$ cat src/rtl/spi_pkg.sv
// rtl/spi_pkg.sv - shared types and constants for the SPI register-access master
package spi_pkg;

    typedef enum logic [2:0] {
        ST_IDLE,
        ST_ADDR,
        ST_RW,
        ST_WDATA,
        ST_TURN,
        ST_RDATA,
        ST_GAP
    } spi_state_t;

    localparam logic RW_READ  = 1'b1;
    localparam logic RW_WRITE = 1'b0;

    localparam int DEF_SCLK_HALF  = 4;
    localparam int DEF_TURNAROUND = 5;
    localparam int DEF_CS_IDLE    = 2;

    localparam int ADDR_BITS = 7;
    localparam int DATA_BITS = 8;
    localparam int TX_BITS   = ADDR_BITS + 1 + DATA_BITS;

endpackage

$ cat src/rtl/spi_master_ctrl_clkgen.sv
// rtl/spi_master_ctrl_clkgen.sv - sclk divider with rise strobe and bit-period-end strobe
module spi_clkgen
    import spi_pkg::*;
#(
    parameter int SCLK_HALF = DEF_SCLK_HALF
) (
    input  logic clk,
    input  logic rst_n,
    input  logic i_en,
    output logic o_sclk,
    output logic o_rise,
    output logic o_fall
);

    localparam int CW = $clog2(2 * SCLK_HALF);
    localparam logic [CW-1:0] RISE_AT = CW'(SCLK_HALF - 1);
    localparam logic [CW-1:0] FALL_AT = CW'(2 * SCLK_HALF - 1);

    logic [CW-1:0] r_cnt;
    logic          r_sclk;

    // Each bit period starts low; disabling parks the divider at the period start.
    always_ff @(posedge clk) begin
        if (!rst_n || !i_en) begin
            r_cnt  <= '0;
            r_sclk <= 1'b0;
        end else if (r_cnt == FALL_AT) begin
            r_cnt  <= '0;
            r_sclk <= 1'b0;
        end else begin
            r_cnt <= r_cnt + 1'b1;
            if (r_cnt == RISE_AT) begin
                r_sclk <= 1'b1;
            end
        end
    end

    assign o_sclk = r_sclk;
    assign o_rise = i_en && (r_cnt == RISE_AT);
    assign o_fall = i_en && (r_cnt == FALL_AT);

endmodule

$ cat src/rtl/spi_master_ctrl.sv
// rtl/spi_master_ctrl.sv - single-command SPI master: 7-bit address, R/W bit, 8-bit data
module spi_master_ctrl
    import spi_pkg::*;
#(
    parameter int SCLK_HALF  = DEF_SCLK_HALF,
    parameter int TURNAROUND = DEF_TURNAROUND,
    parameter int CS_IDLE    = DEF_CS_IDLE
) (
    input  logic                 clk,
    input  logic                 rst_n,
    input  logic                 cmd_valid,
    output logic                 cmd_ready,
    input  logic                 cmd_rw,
    input  logic [ADDR_BITS-1:0] cmd_addr,
    input  logic [DATA_BITS-1:0] cmd_wdata,
    output logic                 rsp_valid,
    output logic [DATA_BITS-1:0] rsp_rdata,
    output logic                 busy,
    output logic                 sclk_pin,
    output logic                 cs_pin,
    output logic                 mosi_pin,
    input  logic                 miso_pin
);

    localparam logic [15:0] ADDR_LAST = 16'(ADDR_BITS - 1);
    localparam logic [15:0] DATA_LAST = 16'(DATA_BITS - 1);
    localparam logic [15:0] TURN_LAST = 16'(TURNAROUND - 1);
    localparam logic [15:0] GAP_LAST  = 16'(CS_IDLE * 2 * SCLK_HALF - 1);

    spi_state_t           r_state;
    spi_state_t           w_state_nxt;
    logic [15:0]          r_bitcnt;
    logic                 r_rw;
    logic [TX_BITS-1:0]   r_tx;
    logic [DATA_BITS-1:0] r_rx;
    logic [DATA_BITS-1:0] r_rdata;
    logic                 r_rsp_valid;
    logic                 r_cs;
    logic                 r_mosi;

    logic w_clk_en;
    logic w_sclk;
    logic w_rise;
    logic w_fall;
    logic w_accept;
    logic w_enter_gap;

    assign w_clk_en = (r_state == ST_ADDR) || (r_state == ST_RW) || (r_state == ST_WDATA) ||
                      (r_state == ST_TURN) || (r_state == ST_RDATA);

    spi_clkgen #(
        .SCLK_HALF(SCLK_HALF)
    ) u_clkgen (
        .clk    (clk),
        .rst_n  (rst_n),
        .i_en   (w_clk_en),
        .o_sclk (w_sclk),
        .o_rise (w_rise),
        .o_fall (w_fall)
    );

    always_ff @(posedge clk) begin
        if (!rst_n) begin
            r_state <= ST_IDLE;
        end else begin
            r_state <= w_state_nxt;
        end
    end

    // State advances only on bit-period ends, except GAP which counts raw clk cycles.
    always_comb begin
        w_state_nxt = r_state;
        w_accept    = 1'b0;
        w_enter_gap = 1'b0;
        case (r_state)
            ST_IDLE: begin
                if (cmd_valid) begin
                    w_state_nxt = ST_ADDR;
                    w_accept    = 1'b1;
                end
            end
            ST_ADDR: begin
                if (w_fall && r_bitcnt == ADDR_LAST) begin
                    w_state_nxt = ST_RW;
                end
            end
            ST_RW: begin
                if (w_fall) begin
                    if (r_rw != RW_READ) begin
                        w_state_nxt = ST_WDATA;
                    end else if (TURNAROUND == 0) begin
                        w_state_nxt = ST_RDATA;
                    end else begin
                        w_state_nxt = ST_TURN;
                    end
                end
            end
            ST_WDATA, ST_RDATA: begin
                if (w_fall && r_bitcnt == DATA_LAST) begin
                    w_state_nxt = ST_GAP;
                    w_enter_gap = 1'b1;
                end
            end
            ST_TURN: begin
                if (w_fall && r_bitcnt == TURN_LAST) begin
                    w_state_nxt = ST_RDATA;
                end
            end
            ST_GAP: begin
                if (r_bitcnt >= GAP_LAST) begin
                    w_state_nxt = ST_IDLE;
                end
            end
            default: begin
                w_state_nxt = ST_IDLE;
            end
        endcase
    end

    always_ff @(posedge clk) begin
        if (!rst_n) begin
            r_bitcnt    <= '0;
            r_rw        <= 1'b0;
            r_tx        <= '0;
            r_rx        <= '0;
            r_rdata     <= '0;
            r_rsp_valid <= 1'b0;
            r_cs        <= 1'b1;
            r_mosi      <= 1'b0;
        end else begin
            r_rsp_valid <= 1'b0;

            if (w_state_nxt != r_state) begin
                r_bitcnt <= '0;
            end else if (r_state == ST_GAP || w_fall) begin
                r_bitcnt <= r_bitcnt + 16'd1;
            end

            // Read commands load all-ones behind the R/W bit so mosi idles high afterwards.
            if (w_accept) begin
                r_rw   <= cmd_rw;
                r_tx   <= {cmd_addr, cmd_rw, (cmd_rw == RW_READ) ? {DATA_BITS{1'b1}} : cmd_wdata};
                r_cs   <= 1'b0;
                r_mosi <= cmd_addr[ADDR_BITS-1];
            end else if (w_enter_gap) begin
                r_cs   <= 1'b1;
                r_mosi <= 1'b0;
                if (r_state == ST_RDATA) begin
                    r_rdata     <= r_rx;
                    r_rsp_valid <= 1'b1;
                end
            end else if (w_fall) begin
                r_tx   <= {r_tx[TX_BITS-2:0], 1'b1};
                r_mosi <= r_tx[TX_BITS-2];
            end

            if (w_rise && r_state == ST_RDATA) begin
                r_rx <= {r_rx[DATA_BITS-2:0], miso_pin};
            end
        end
    end

    assign cmd_ready = (r_state == ST_IDLE);
    assign busy      = !cmd_ready;
    assign rsp_valid = r_rsp_valid;
    assign rsp_rdata = r_rdata;
    assign sclk_pin  = w_sclk;
    assign cs_pin    = r_cs;
    assign mosi_pin  = r_mosi;

endmodule

$ cat config.mk
export PLATFORM = sky130hd
export DESIGN_NAME = spi_master_ctrl
export DESIGN_NICKNAME = d
export VERILOG_FILES = /design/src/rtl/spi_pkg.sv /design/src/rtl/spi_master_ctrl_clkgen.sv /design/src/rtl/spi_master_ctrl.sv
export SDC_FILE = /design/constraint.sdc
export NUM_CORES = 1
export LEC_CHECK = 0
export CAP_MARGIN = 20
export CORE_MARGIN = 1.5
export CORE_UTILIZATION = 55
export CTS_CLUSTER_SIZE = 14
export DETAILED_ROUTE_END_ITERATION = 7
export PLACE_DENSITY_LB_ADDON = 0.2
export SLEW_MARGIN = 40
export SYNTH_ARGS = -nofsm -noshare
export SYNTH_HDL_FRONTEND = slang
export SYNTH_HIERARCHICAL = 1
export SYNTH_SLANG_ARGS = --single-unit
export TNS_END_PERCENT = 10
$ cat constraint.sdc
create_clock -name clk -period 3.4 [get_ports clk]
set_input_delay 0.34 -clock clk [delete_from_list [all_inputs] [get_ports clk]]
set_output_delay 0.34 -clock clk [all_outputs]
set_load 0.03 [all_outputs]
# Word level (Yosys, flattened, before mapping)

Cells that the tools add are included.

Bits in registers: 58
Input bits: 20
Output and inout bits: 14
Word-level logic and storage cells: 77

Add/sub/neg operators: 2
Order comparisons: 1
Equal/unequal tests: 13
Mux-type cells: 22
Bitwise logic cells: 3
Reduce and logical (&&, ||, !) cells: 25

Operators by type and width:

| cell                                                 | number |
|---|---|
| == test 16 x 3 -> 1 bit, second input constant       | 3 |
| 2-to-1 mux 15 bit                                    | 3 |
| 2-to-1 mux 3 bit                                     | 7 |
| one-hot mux 3 bit (6 select lines)                   | 1 |
| adder 16 x 1 -> 16 bit, second input constant        | 1 |
| >= comparator 16 x 4 -> 1 bit, second input constant | 1 |
| == test 3 bit, second input constant                 | 4 |
| 2-to-1 mux 1 bit                                     | 10 |
| == test 3 x 2 -> 1 bit, second input constant        | 3 |
| 2-to-1 mux 8 bit                                     | 1 |
| logical AND 1 bit                                    | 6 |
| logical OR 1 bit                                     | 6 |
| OR reduction 2 bit                                   | 3 |
| nonzero test 2 bit                                   | 2 |
| adder 3 x 1 -> 3 bit, second input constant          | 1 |
| == test 3 x 1 -> 1 bit, second input constant        | 1 |
| zero test 1 bit                                      | 3 |
| zero test 3 bit                                      | 1 |
| inequality test 3 bit                                | 1 |
| inverter 1 bit                                       | 3 |
| AND reduction 3 bit                                  | 1 |
| nonzero test 3 bit                                   | 1 |
| OR reduction 3 bit                                   | 1 |
| inequality test 2 bit, second input constant         | 1 |
| AND reduction 2 bit                                  | 1 |

# Longest topological paths before layout

Depth in word-level cells: 11
Depth in mapped cells: 11

# Cells and area by module

Netlist, hierarchy kept.

Modules (own cells, without submodules):

| module          | instances | cells each | area each (um2) | seq. area each (um2) |
|---|---|---|---|---|
| spi_master_ctrl | 1         | 300        | 2,592.5         | 1,081.0 |
| spi_clkgen      | 1         | 17         | 181.4           | 80.1 |

# Least setup slack after synthesis

OpenSTA, ideal clock, no wires.

Path type: flip-flop to flip-flop
Start point: register r_state[0]
End point: register r_bitcnt[6]
Setup time: 0.115 ns
Data arrival time: 2.620 ns
Data required time: 3.285 ns
Slack: 0.665 ns
Cell stages (with the launch flop): 12
Path buffers: 3
Path through: dfxtp_1 > buf_2 > nor3_2 > a21oi_1 > and2_2 > buf_2 > nand3b_1 > o21ai_0 > a41oi_2 > mux2i_4 > buf_8 > nor2_2

RTL lines:

| item                                | RTL line               | RTL |
|---|---|---|
| from (decl)                         | spi_master_ctrl.sv:30  | `spi_state_t r_state;` |
| from (signal assigned)              | spi_master_ctrl.sv:66  | `r_state <= w_state_nxt;` |
| zero test 3 bit                     | n/a                    |  |
| net cmd_ready                       | spi_master_ctrl.sv:12  | `output logic cmd_ready,` |
| one-hot mux 3 bit (6 select lines)  | spi_master_ctrl.sv:75  | `case (r_state)` |
| inequality test 3 bit               | spi_master_ctrl.sv:133 | `if (w_state_nxt != r_state) begin` |
| OR reduction 2 bit (no source line) | n/a                    |  |
| to (signal assigned)                | spi_master_ctrl.sv:136 | `r_bitcnt <= r_bitcnt + 16'd1;` |
| to (decl)                           | spi_master_ctrl.sv:32  | `logic [15:0] r_bitcnt;` |

The timed path passes the listed nets, and every way through them passes these cells.
A chain may end at the register's enable or synchronous reset.

# Worst setup path after layout

Start point: register r_state[2]
End point: register r_bitcnt[15]

Cells in the longest elaborated chain, start to end: 11

Ends and longest elaborated chain:

| item                                                             | RTL line                                                             | RTL |
|---|---|---|
| == test 3 x 1 -> 1 bit or == test 3 x 2 -> 1 bit (tied branches) | spi_master_ctrl.sv:48                                                | `assign w_clk_en = (r_state == ST_ADDR) \|\| (r_state == ST_RW) \|\| (r_state == ST_WDATA) \|\|` |
| logical OR 1 bit (3 in series)                                   | spi_master_ctrl.sv:48                                                |  |
| logical OR 1 bit (*)                                             | spi_master_ctrl.sv:49                                                | `(r_state == ST_TURN) \|\| (r_state == ST_RDATA);` |
| net w_clk_en                                                     | spi_master_ctrl.sv:41                                                | `logic w_clk_en;` |
| logical AND 1 bit (*)                                            | spi_master_ctrl_clkgen.sv:40                                         | `assign o_fall = i_en && (r_cnt == FALL_AT);` |
| net w_fall                                                       | spi_master_ctrl.sv:44                                                | `logic w_fall;` |
| logical AND 1 bit (on tied branches)                             | spi_master_ctrl.sv:105, spi_master_ctrl.sv:83, spi_master_ctrl.sv:99 |  |
| 2-to-1 mux 3 bit (on tied branches)                              | spi_master_ctrl.sv:105, spi_master_ctrl.sv:83, spi_master_ctrl.sv:99 |  |
| one-hot mux 3 bit (6 select lines)                               | spi_master_ctrl.sv:75                                                |  |
| inequality test 3 bit                                            | spi_master_ctrl.sv:133                                               |  |
| OR reduction 2 bit (no source line)                              | n/a                                                                  |  |

The timed path passes the listed nets; every way through them passes the cells marked *.

==> metrics.md <==
| Metric | Value |
|---|---|
| Status | `complete, no violations` |
| Syn Std Cell Area | `2770 sq um` |
| First-pass GRT wire length | `9950 microns` |
| Synth Warn # | `6` |
| Synth Area per Inst | `8.75 sq um` |
| Total Routed Length | `5570 microns` |
| Placer congestion estimate | `0.841` |
| Synth area leader | `dfxtp_1` |
| Area fraction of the dominant cell type after synthesis | `41.9%` |
| Syn_nets | `343` |
| Maximum fanout along the worst path | `13` |
| Leakage | `1.14 nW` |
| Ys async rst share | `0%` |
| Final max-slew violation count | `0` |
| Fin crit period | `2840 ps` |
| Fin Clk Skew | `8.28 ps` |
| Tcrit/Tclk final | `83.4%` |
| Mux cell area share after synthesis | `4.42%` |
| # hold bufs at CTS | `0` |
| Gr usage total | `23.8%` |
| Io pins | `34` |
| XOR/XNOR Fraction of Synth Area | `4.74%` |
| Worst Reg-to-Reg Cells | `8` |
| Synth Area in Compound Gates | `12.4%` |
| CTS buffer count | `9` |
| Post-DP HPWL | `3800 microns` |
| Critical path class | `reg -> reg` |
| Hold-critical path depth | `1` |
| Switch Pwr | `0.350 mW` |
| Core area | `4790 sq um` |
| Vias | `2293` |
| Row count | `25` |
| Adder-Cell Fraction of Synth Area | `2.71%` |
| Count leader, synth | `dfxtp_1` |
| Sequential cell area fraction in the yosys report | `41.9%` |
| Final setup fails | `0` |
| Largest net degree at the start of global routing | `37` |
| CTS sink count | `58` |
| Placed Cells | `408` |
| CTS resizes | `0` |
| First drt pass iteration count | `4` |
| Multi-input gate area | `1510 sq um` |
| Finished Layout Cells | `424` |
| Vias in the first global route | `2252` |
| Vias per std cell | `5.41` |
| Clock Power Share | `39.6%` |
| Width of the die | `74.0 microns` |
| Root buf cell | `clkbuf_8` |
| CP Capture Type | `register` |
| Internal power | `1.04 mW` |
| Setup TNS | `0 ps` |
| Die ar. | `5480 sq um` |
| Register bit total from synthesis | `58` |
| Final Hold Vio Count | `0` |
| RSZ-0062 raised after global routing | `false` |
| Fmax | `353 MHz` |
| Unique cell type count in the Yosys netlist | `47` |
| Initial DRC count | `132` |
| Synth area leaders | `dfxtp_1 42%, nand2_1 5.7%, nor2_1 4.1%, xnor2_1 3.8%, a21oi_1 3.6%` |
| TritonCTS clock tree | `done` |
| WP data required | `3630 ps` |
| Starting Density | `58.0%` |
| Filler cells | `413` |
| Gate power share | `9.4%` |
| Power density cells | `416 nW/um^2` |
| Most used DFF post-synth | `dfxtp_1` |
| Max transition margin | `51.0%` |
| Post-CTS setup buffers | `0` |
| DR WL/cell | `13.1 microns` |
| Nets | `378` |
| Reg area | `1160 sq um` |
| Initial antenna violation count | `0` |
| IO Port Bufs | `33` |
| Layout area overhead | `20.3%` |
| Residual DRC | `0` |
| Sequential fraction of design power | `51.1%` |
| Post-synth EDFFs | `0` |
| Share of layout cells above drive strength 1 | `12.9%` |
| Post-Synth Simple-Gate Area | `29.4%` |
| Clock transition at path regs | `60 ps` |
| Maxcap violations | `0` |
| Die H | `74.0 microns` |
| Clock Path Buffers | `2` |
| Gate Count Post-Synth | `317` |
| Max VDD drop | `0.354 mV` |
| Worst-margin pin slew | `732 ps` |
| CP startpoint kind | `register` |
| HP Class | `reg -> reg` |
| Total gr overflow | `0` |
| Worst-Skew Late Latency | `340 ps` |
| CTS H-tree depth | `3` |
| Largest family of logic cells by synthesized area | `simple AND/OR/NAND/NOR gates` |
| Sw Ratio | `25.2%` |
| Arr. time, crit path | `3060 ps` |
| Synth top cells by count | `58 x dfxtp_1, 42 x nand2_1, 30 x nor2_1, 20 x a21oi_1, 14 x nor3_1` |
| Antenna-violating nets left | `0` |
| Antenna diodes | `0` |
==> per-layer routing <==
metal | routed length, microns | vias to the layer above | GRT usage [%]
met5 | 0 | - | 0
met4 | 64 | 0 | 9.67
met3 | 270 | 6 | 9.35
met2 | 2570 | 53 | 36.0
met1 | 2660 | 1068 | 30.3
li1 | - | 1166 | -
==> path summary, 6_finish.rpt <==
check / start / to / slack, ps
max: r_state[2]$_SDFF_PN0_ / r_bitcnt[15]$_SDFFE_PP0P_ / 560
min: u_clkgen/r_cnt[0]$_SDFF_PP0_ / u_clkgen/r_cnt[0]$_SDFF_PP0_ / 420
max reg2reg: r_state[2]$_SDFF_PN0_ / r_bitcnt[15]$_SDFFE_PP0P_ / 560
min reg2reg: u_clkgen/r_cnt[0]$_SDFF_PP0_ / u_clkgen/r_cnt[0]$_SDFF_PP0_ / 420
==> metrics by stage <==
stage | hold slack [ps] | total power, mW | area (sq um) | setup slack [ps] | utilization [%]
3_5_place_dp | 413 | 0.854 | 3170 | 566 | 66.1
5_1_grt | 450 | 1.46 | 3340 | 324 | 69.7
2_1_floorplan | 398 | 0.806 | 2770 | 665 | -
3_3_place_gp | 408 | 0.850 | 3150 | 713 | 65.9
6_report | 417 | 1.39 | 3340 | 564 | 69.7
4_1_cts | 422 | 1.40 | 3340 | 560 | 69.7
==> worst max-delay path, stage by stage (launching register included) <==
cell	delay, ps
dfxtp_1	490
nor3_2	110
a21oi_1	280
and2_2	350
nor4bb_1	590
a41oi_1	240
mux2i_4	340
buf_4	260
nor2_2	60
==> sequential cells by signal, summed over array words and instances (netlist names) <==
signal / cells
r_rw: 1
u_clkgen/o_sclk: 1
r_bitcnt: 16
r_rx: 8
r_tx: 15
rsp_rdata: 8
u_clkgen/r_cnt: 3
mosi_pin: 1
r_state: 3
cs_pin: 1
rsp_valid: 1
==> logic make-up (layout without fill, tap and decap cells) <==
group           count (synthesis)  after routing
mux                            11             11
compound gates                 51             51
flops                          58             58
buf+inv                        25             65
fa+ha+maj                       6              6
xor+xnor                       15             15
simple gates                  151            151
==> area by class of cell <==
type	count	share of cell area, %
Multi-Input combinational cell	234	45.2
Sequential cell	58	34.8
Timing Repair Buffer	39	11.2
Clock buffer	11	4.24
Tap cell	67	2.51
Inverter	10	1.12
Clock inverter	5	0.900
==> cells in the final DEF, fill, tap and decap left out, types with 8 or more instances in the layout <==
cell	Yosys	final
a21oi_1	20	20
clkbuf_8	0	10
clkdlybuf4s50_1	0	33
dfxtp_1	58	58
inv_1	9	9
mux2i_1	10	10
nand2_1	42	42
nand2b_1	12	12
nand3_1	9	9
nor2_1	30	30
nor2_2	11	11
nor3_1	14	14
o211ai_1	8	8
xnor2_1	12	12
==> power groups by stage <==
stage | sequential [mW] | clock, mW | combinational, mW
4_1_cts | 0.709 | 0.564 | 0.131
3_3_place_gp | 0.724 | 0 | 0.126
6_report | 0.709 | 0.550 | 0.130
2_1_floorplan | 0.727 | 0 | 0.0792
5_1_grt | 0.711 | 0.602 | 0.144
3_5_place_dp | 0.723 | 0 | 0.130
No activity file was read; power rests on OpenSTA's default activity.
